<file path="src/rtl/nibble_serial_add_seq_if.sv">
// Handshake and adder-stage bundle for nibble_serial_add_seq.
// The slave modport is the sequencer's view; the master modport is the surrounding logic's view.
interface nibble_serial_add_seq_if #(
    parameter int WIDTH = 16
);
    logic             in_valid;
    logic             in_ready;
    logic [WIDTH-1:0] in_a;
    logic [WIDTH-1:0] in_b;
    logic             in_cin;
    logic [3:0]       add_a;
    logic [3:0]       add_b;
    logic             add_cin;
    logic [3:0]       add_sum;
    logic             add_cout;
    logic             out_valid;
    logic             out_ready;
    logic [WIDTH-1:0] out_sum;
    logic             out_cout;
    logic             out_ovf;
    logic             busy;

    modport slave (
        input  in_valid, in_a, in_b, in_cin, add_sum, add_cout, out_ready,
        output in_ready, add_a, add_b, add_cin, out_valid, out_sum, out_cout, out_ovf, busy
    );

    modport master (
        output in_valid, in_a, in_b, in_cin, add_sum, add_cout, out_ready,
        input  in_ready, add_a, add_b, add_cin, out_valid, out_sum, out_cout, out_ovf, busy
    );
endinterface

</file>
<file path="src/rtl/nibble_serial_add_seq.sv">
// Streams a WIDTH-bit add through an external 4-bit adder, one nibble per cycle, LSB first.
// Define NIBBLE_SEQ_OVF_EN to build the signed-overflow register behind out_ovf.
//
// state  | meaning
// IDLE   | waiting for operands, in_ready high
// RUN    | feeding nibble idx to the adder and capturing its sum/carry
// DONE   | result presented on out_valid until out_ready
module nibble_serial_add_seq #(
    parameter int WIDTH = 16
) (
    input  logic                  clk,
    input  logic                  rst_n,
    nibble_serial_add_seq_if.slave bus
);
    localparam int NIBBLES = WIDTH / 4;
    localparam int IDX_W   = $clog2(NIBBLES);
    localparam logic [IDX_W-1:0] LAST_IDX = IDX_W'(NIBBLES - 1);

    localparam logic [1:0] S_IDLE = 2'd0;
    localparam logic [1:0] S_RUN  = 2'd1;
    localparam logic [1:0] S_DONE = 2'd2;

    logic [1:0]       state_q, state_d;
    logic [IDX_W-1:0] idx_q, idx_d;
    logic             carry_q, carry_d;
    logic [WIDTH-1:0] a_q, a_d;
    logic [WIDTH-1:0] b_q, b_d;
    logic [WIDTH-1:0] res_q, res_d;
    logic [IDX_W+1:0] bit_base;
    logic             run, done;

    assign run      = (state_q == S_RUN);
    assign done     = (state_q == S_DONE);
    assign bit_base = {idx_q, 2'b00};

`ifdef NIBBLE_SEQ_OVF_EN
    logic ovf_q, ovf_d;
`endif

    always_comb begin
        state_d = state_q;
        idx_d   = idx_q;
        carry_d = carry_q;
        a_d     = a_q;
        b_d     = b_q;
        res_d   = res_q;
`ifdef NIBBLE_SEQ_OVF_EN
        ovf_d   = ovf_q;
`endif
        case (state_q)
            S_IDLE: begin
                if (bus.in_valid) begin
                    a_d     = bus.in_a;
                    b_d     = bus.in_b;
                    carry_d = bus.in_cin;
                    idx_d   = '0;
                    res_d   = '0;
`ifdef NIBBLE_SEQ_OVF_EN
                    ovf_d   = 1'b0;
`endif
                    state_d = S_RUN;
                end
            end
            S_RUN: begin
                res_d[bit_base +: 4] = bus.add_sum;
                carry_d              = bus.add_cout;
                if (idx_q == LAST_IDX) begin
`ifdef NIBBLE_SEQ_OVF_EN
                    // Top nibble's sum bit 3 is the result sign bit.
                    ovf_d   = (a_q[WIDTH-1] == b_q[WIDTH-1]) && (bus.add_sum[3] != a_q[WIDTH-1]);
`endif
                    state_d = S_DONE;
                end else begin
                    idx_d = idx_q + 1'b1;
                end
            end
            S_DONE: begin
                if (bus.out_ready) state_d = S_IDLE;
            end
            default: state_d = S_IDLE;
        endcase
    end

    always_ff @(posedge clk or negedge rst_n) begin
        if (!rst_n) begin
            state_q <= S_IDLE;
            idx_q   <= '0;
            carry_q <= 1'b0;
            a_q     <= '0;
            b_q     <= '0;
            res_q   <= '0;
`ifdef NIBBLE_SEQ_OVF_EN
            ovf_q   <= 1'b0;
`endif
        end else begin
            state_q <= state_d;
            idx_q   <= idx_d;
            carry_q <= carry_d;
            a_q     <= a_d;
            b_q     <= b_d;
            res_q   <= res_d;
`ifdef NIBBLE_SEQ_OVF_EN
            ovf_q   <= ovf_d;
`endif
        end
    end

    assign bus.in_ready  = (state_q == S_IDLE);
    assign bus.busy      = run || done;
    assign bus.add_a     = run ? a_q[bit_base +: 4] : 4'h0;
    assign bus.add_b     = run ? b_q[bit_base +: 4] : 4'h0;
    assign bus.add_cin   = run && carry_q;
    assign bus.out_valid = done;
    assign bus.out_sum   = done ? res_q : '0;
    assign bus.out_cout  = done && carry_q;
`ifdef NIBBLE_SEQ_OVF_EN
    assign bus.out_ovf   = done && ovf_q;
`else
    assign bus.out_ovf   = 1'b0;
`endif
endmodule

</file>
<file path="src/flat_wrapper.sv">
// flat-port wrapper written by rule: the top's interface ports become plain ports
module nibble_serial_add_seq_flat 
#(
    parameter int WIDTH = 16
)
  (clk, rst_n, bus_in_valid, bus_in_a, bus_in_b, bus_in_cin, bus_add_sum, bus_add_cout, bus_out_ready, bus_in_ready, bus_add_a, bus_add_b, bus_add_cin, bus_out_valid, bus_out_sum, bus_out_cout, bus_out_ovf, bus_busy);
  nibble_serial_add_seq_if #(.WIDTH(WIDTH)) bus_i ();
  input  logic clk;
  input  logic rst_n;
  input wire logic [$bits(bus_i.in_valid)-1:0] bus_in_valid;
  input wire logic [$bits(bus_i.in_a)-1:0] bus_in_a;
  input wire logic [$bits(bus_i.in_b)-1:0] bus_in_b;
  input wire logic [$bits(bus_i.in_cin)-1:0] bus_in_cin;
  input wire logic [$bits(bus_i.add_sum)-1:0] bus_add_sum;
  input wire logic [$bits(bus_i.add_cout)-1:0] bus_add_cout;
  input wire logic [$bits(bus_i.out_ready)-1:0] bus_out_ready;
  output wire logic [$bits(bus_i.in_ready)-1:0] bus_in_ready;
  output wire logic [$bits(bus_i.add_a)-1:0] bus_add_a;
  output wire logic [$bits(bus_i.add_b)-1:0] bus_add_b;
  output wire logic [$bits(bus_i.add_cin)-1:0] bus_add_cin;
  output wire logic [$bits(bus_i.out_valid)-1:0] bus_out_valid;
  output wire logic [$bits(bus_i.out_sum)-1:0] bus_out_sum;
  output wire logic [$bits(bus_i.out_cout)-1:0] bus_out_cout;
  output wire logic [$bits(bus_i.out_ovf)-1:0] bus_out_ovf;
  output wire logic [$bits(bus_i.busy)-1:0] bus_busy;
  assign bus_i.in_valid = bus_in_valid;
  assign bus_i.in_a = bus_in_a;
  assign bus_i.in_b = bus_in_b;
  assign bus_i.in_cin = bus_in_cin;
  assign bus_i.add_sum = bus_add_sum;
  assign bus_i.add_cout = bus_add_cout;
  assign bus_i.out_ready = bus_out_ready;
  assign bus_in_ready = bus_i.in_ready;
  assign bus_add_a = bus_i.add_a;
  assign bus_add_b = bus_i.add_b;
  assign bus_add_cin = bus_i.add_cin;
  assign bus_out_valid = bus_i.out_valid;
  assign bus_out_sum = bus_i.out_sum;
  assign bus_out_cout = bus_i.out_cout;
  assign bus_out_ovf = bus_i.out_ovf;
  assign bus_busy = bus_i.busy;
  nibble_serial_add_seq #(.WIDTH(WIDTH)) u_core (.clk(clk), .rst_n(rst_n), .bus(bus_i));
endmodule
</file>
<file path="config.mk">
export PLATFORM = sky130hd
export DESIGN_NAME = nibble_serial_add_seq_flat
export DESIGN_NICKNAME = d
export VERILOG_FILES = /design/src/rtl/nibble_serial_add_seq_if.sv /design/src/rtl/nibble_serial_add_seq.sv /design/src/flat_wrapper.sv
export SDC_FILE = /design/constraint.sdc
export NUM_CORES = 1
export LEC_CHECK = 0
export CAP_MARGIN = 15
export CORE_MARGIN = 4
export CORE_UTILIZATION = 52
export CTS_CLUSTER_DIAMETER = 30
export CTS_CLUSTER_SIZE = 24
export DETAILED_ROUTE_END_ITERATION = 7
export GPL_ROUTABILITY_DRIVEN = 0
export HOLD_SLACK_MARGIN = 0.15
export PLACE_DENSITY_LB_ADDON = 0.08
export SYNTH_ARGS = -nofsm -noshare
export SYNTH_HDL_FRONTEND = slang
export SYNTH_SLANG_ARGS = --single-unit
</file>
<file path="constraint.sdc">
create_clock -name clk -period 5.4 [get_ports clk]
set_input_delay 0.81 -clock clk [delete_from_list [all_inputs] [get_ports clk]]
set_output_delay 0.81 -clock clk [all_outputs]
set_load 0.01 [all_outputs]
</file>
=== Word-level counts from Yosys, hierarchy flattened ===
Index checks and enable logic that the tools add are counted.

* Register bits after elaboration: 53
* Bits of input ports: 42
* Word-level logic and storage cells: 43

* Add/sub/neg operators: 2
* Eq/ne operators: 7
* Shift operators: 4
* Mux-type cells: 15
* Reductions and logical operators: 9

{| class="wikitable"
|+ Operator list
! operator !! count
|-
| two-way mux 16 bit || 2
|-
| case mux 16 bit (2 select lines) || 1
|-
| variable part select 16 x 5 -> 4 bit || 2
|-
| bitwise mux 16 bit || 1
|-
| variable shift 4 x 6 -> 16 bit (first input constant) || 1
|-
| variable part select 4 x 6 -> 16 bit || 1
|-
| two-way mux 2 bit || 5
|-
| two-way mux 4 bit || 2
|-
| inequality test 2 bit (second input constant) || 4
|-
| negation 4 -> 6 bit || 1
|-
| case mux 2 bit (3 select lines) || 1
|-
| AND reduction 3 bit || 2
|-
| == test 2 bit (second input constant) || 2
|-
| case mux 2 bit (2 select lines) || 1
|-
| AND reduction 2 bit || 2
|-
| adder 2 x 1 -> 2 bit (second input constant) || 1
|-
| == test 2 x 1 -> 1 bit (second input constant) || 1
|-
| logical AND 1 bit || 2
|-
| zero test 2 bit || 1
|-
| case mux 1 bit (2 select lines) || 1
|-
| nonzero test 2 bit || 1
|-
| logical OR 1 bit || 1
|-
| two-way mux 1 bit || 1
|}

=== Longest topological paths before layout ===
* Word-level depth: 4
* Gate-level depth with buffers: 7

=== Worst setup path after synthesis ===
No wires, ideal clock.

* Kind: reg-to-output
* Start: register u_core.idx_q[0]
* End: output bus_add_a[0]
* Arrival: 1.278 ns
* Required time: 4.590 ns
* Setup slack: 3.312 ns
* Stages on the path, launching flop included: 4
* Path buffers: 1
* Cells stage by stage: dfrtp_1 -> buf_6 -> mux4_2 -> and2_1

* Cells in the longest elaborated chain, start to end: 2

{| class="wikitable"
|+ Ends and longest elaborated chain
! element !! line !! text
|-
| start, declared || nibble_serial_add_seq.sv:24 || <nowiki>logic [IDX_W-1:0] idx_q, idx_d;</nowiki>
|-
| start signal, assigned || nibble_serial_add_seq.sv:97 || <nowiki>idx_q <= idx_d;</nowiki>
|-
| variable part select 16 x 5 -> 4 bit || nibble_serial_add_seq.sv:110 || <nowiki>assign bus.add_a = run ? a_q[bit_base +: 4] : 4'h0;</nowiki>
|-
| two-way mux 4 bit || nibble_serial_add_seq.sv:110 ||
|-
| end, declared || flat_wrapper.sv:18 || <nowiki>output wire logic [$bits(bus_i.add_a)-1:0] bus_add_a;</nowiki>
|}

Every way passes these cells.

=== Final worst setup path ===
* Start: register u_core.idx_q[0]
* End: output bus_add_a[3]

The elaborated chain is that of the path after synthesis.

==> flow_metrics.py <==
metrics = {
    "flow_run": {
        "cap_violations": 0,
    },
    "setup_path": {
        "crit_slowest_cell": "dfrtp_1",
        "worst-setup-path-type": "flip-flop to primary output",
        "end_kind": "primary output",
        "path_max_fanout": 24,
        "crit_required_ps": 4590,
        "crit_path_start_kind": "flip-flop",
        "slowest_delay_ps": 1010,
        "r2r_cells": 5,
        "arrival_ps": 2630,
        "path_cells": "mux4_1 > and2_1 > clkdlybuf4s50_1",
    },
    "detailed_routing": {
        "drt_iter0_drc": 55,
        "wl_per_cell_um": 14.90,
        "routed_wl_um": 5246,
        "ant_nets": 0,
        "post_drt_via_cell_ratio": 5.330,
        "via_count": 1876,
        "drcViolationCount": 0,
        "dr.pass1.iters": 4,
    },
    "sta": {
        "fin_crit_sh": 0.6374,
        "finalClockSkew_ps": 8.902,
        "clock.fmax_mhz": 290.5,
        "fin_crit_ps": 3442,
        "hold_viol": 0,
        "slew-limit-headroom": 0.3346,
        "grt_setup_unrepaired": "no",
        "worst_pin_slew_ps": 998.2,
        "slew_viol_final": 0,
        "tns_ps": 0,
        "setup_viol": 0,
    },
    "synth": {
        "synth_warnings": 0,
        "synth_edf_count": 0,
        "synth_nets": 266,
        "synth.distinct_cells": 32,
        "ys_ff_latch": 53,
        "synth_ff_type": "dfrtp_1",
        "synth_area_mm2": 0.002706,
        "syn-instance-count": 215,
        "async_reset_ff_frac": 1.000,
        "post_synth.cell_area_avg_um2": 12.59,
        "synth_seq_area_share": 0.4901,
    },
    "clocking": {
        "cts_repair_resize_count": 0,
        "cts_tree": "done",
        "htree_levels": 2,
        "root_buffer": "clkbuf_8",
        "cts_sinks": 53,
        "clkTransAtPathRegs_ps": 90,
        "cts.path.max_buffers": 2,
        "postCtsHoldBufs": 0,
        "cts_buffers": 5,
        "insertion_delay_ps": 300,
        "cts_setup_buffers": 0,
    },
    "place": {
        "placed_cells": 345,
        "io_buffer_count": 70,
        "dpl_cell_area_mm2": 0.003451,
        "dp_hpwl_um": 3777,
    },
    "global_routing": {
        "grt_usage": 0.1813,
        "grt_max_degree": 54,
        "grt_pass1_wl_um": 9066,
        "first_global_vias": 1938,
        "gr-total-overflow": 0,
        "antenna_found_initial": 0,
    },
    "floorplanning": {
        "core-area_mm2": 0.004880,
        "pin_count": 72,
        "rows": 25,
        "initial_core_util": 0.5546,
        "fp.dieH_um": 80.14,
        "dieArea_mm2": 0.006422,
        "die_w_um": 80.14,
    },
    "layout": {
        "final_common_cell": "clkdlybuf4s50_1",
        "mostFrequentLayoutCells": "69 x clkdlybuf4s50_1, 53 x dfrtp_1, 38 x mux2_1, 27 x and2_1, 11 x nand2_1",
        "area_growth_pct": 30.70,
        "fin_util": 0.7249,
        "nets": 336,
        "layout-drive-gt1-share": 0.07368,
        "fin_area_mm2": 0.003537,
        "n_antenna_cell": 0,
        "stdcell_count": 352,
    },
    "hold_path": {
        "hold_class": "flip-flop to flip-flop",
        "hold_depth": 1,
    },
    "power_and_ir_drop": {
        "p_leak_nw": 1.493,
        "power_mw": 1.742,
        "power_density_mw_per_mm2": 492.5,
        "vdd_drop_max_mv": 0.2621,
    },
    "outcome": {
        "outcome": "completed",
    },
}
[registers in the layout, indices dropped and copies added, names as in the netlist]
name / count
u_core.res_q: 16
u_core.a_q: 16
u_core.state_q: 2
u_core.idx_q: 2
u_core.b_q: 16
u_core.carry_q: 1
[routing by layer]
layer,routed length (um),vias to the layer above,GRT usage
met1,2233,915,0.2189
met4,83,0,0.05068
met5,0,-,0
li1,-,894,-
met2,2585,56,0.3162
met3,344,11,0.05045
[power breakdown]
group          switching (mW)  internal [mW]  total, mW
Clock                   0.119          0.102      0.221
Combinational           0.373          0.474      0.846
Sequential              0.119          0.555      0.674
[cells by family after synthesis]
logic type | after synthesis | synth area share
AND/OR/NAND/NOR | 63 | 0.1299
multiplexers | 55 | 0.2640
flip-flops | 53 | 0.4901
buffers and inverters | 18 | 0.03098
AO/OA/AOI/OAI | 16 | 0.04207
adder cells (fa/ha/maj) | 9 | 0.04161
other | 1 | 0.001386
[stage by stage]
step	hold WS, ps	setup WS [ps]
after global placement	461.2	2308
after global routing	504.4	1833
after floorplan	448.1	3312
after CTS	487.3	1949
after detailed placement	466.4	2298
final	478.3	1958
[worst max-delay path, delay by kind of cell (launching register included)]
family                 cells  cell delay [ps]
DFF                        1             1010
muxes                      1              650
and+or+nand+nor            1              180
buffers and inverters      1              480
[synthesized netlist by cell type, drive strengths merged (2+ instances only)]
cell	n	area share
and2	27	0.062
ha	9	0.042
clkbuf	3	0.0042
a21oi	2	0.0037
nor2	5	0.0069
a31oi	2	0.0046
o2bb2ai	4	0.013
nand2	11	0.015
o21a	3	0.0083
dfrtp	53	0.49
nand2b	4	0.0092
o22ai	3	0.0069
inv	9	0.012
mux2i	5	0.018
mux4	8	0.069
buf	6	0.014
mux2	42	0.18
nand3	8	0.015
nor3	4	0.0074
[area by class of cell]
cell class | count | area, um^2
inverters | 9 | 33.78
fillers | 375 | 1343
well taps | 67 | 83.83
flip-flops and latches | 53 | 1326
repair buffers | 72 | 710.7
clock buffers | 7 | 86.33
multi-input cells | 144 | 1296
[final timing paths]
path                                  start                to  slack [ps]
setup / recovery            u_core.idx_q[0]      bus_add_a[3]        1960
hold / removal             u_core.res_q[10]  u_core.res_q[10]         480
setup reg to reg            u_core.idx_q[0]   u_core.res_q[8]        2940
hold reg to reg            u_core.res_q[10]  u_core.res_q[10]         480
max in group asynchronous             rst_n    u_core.a_q[13]        4320
min in group asynchronous             rst_n     u_core.a_q[2]         610
(Power assumes the default switching activity.)
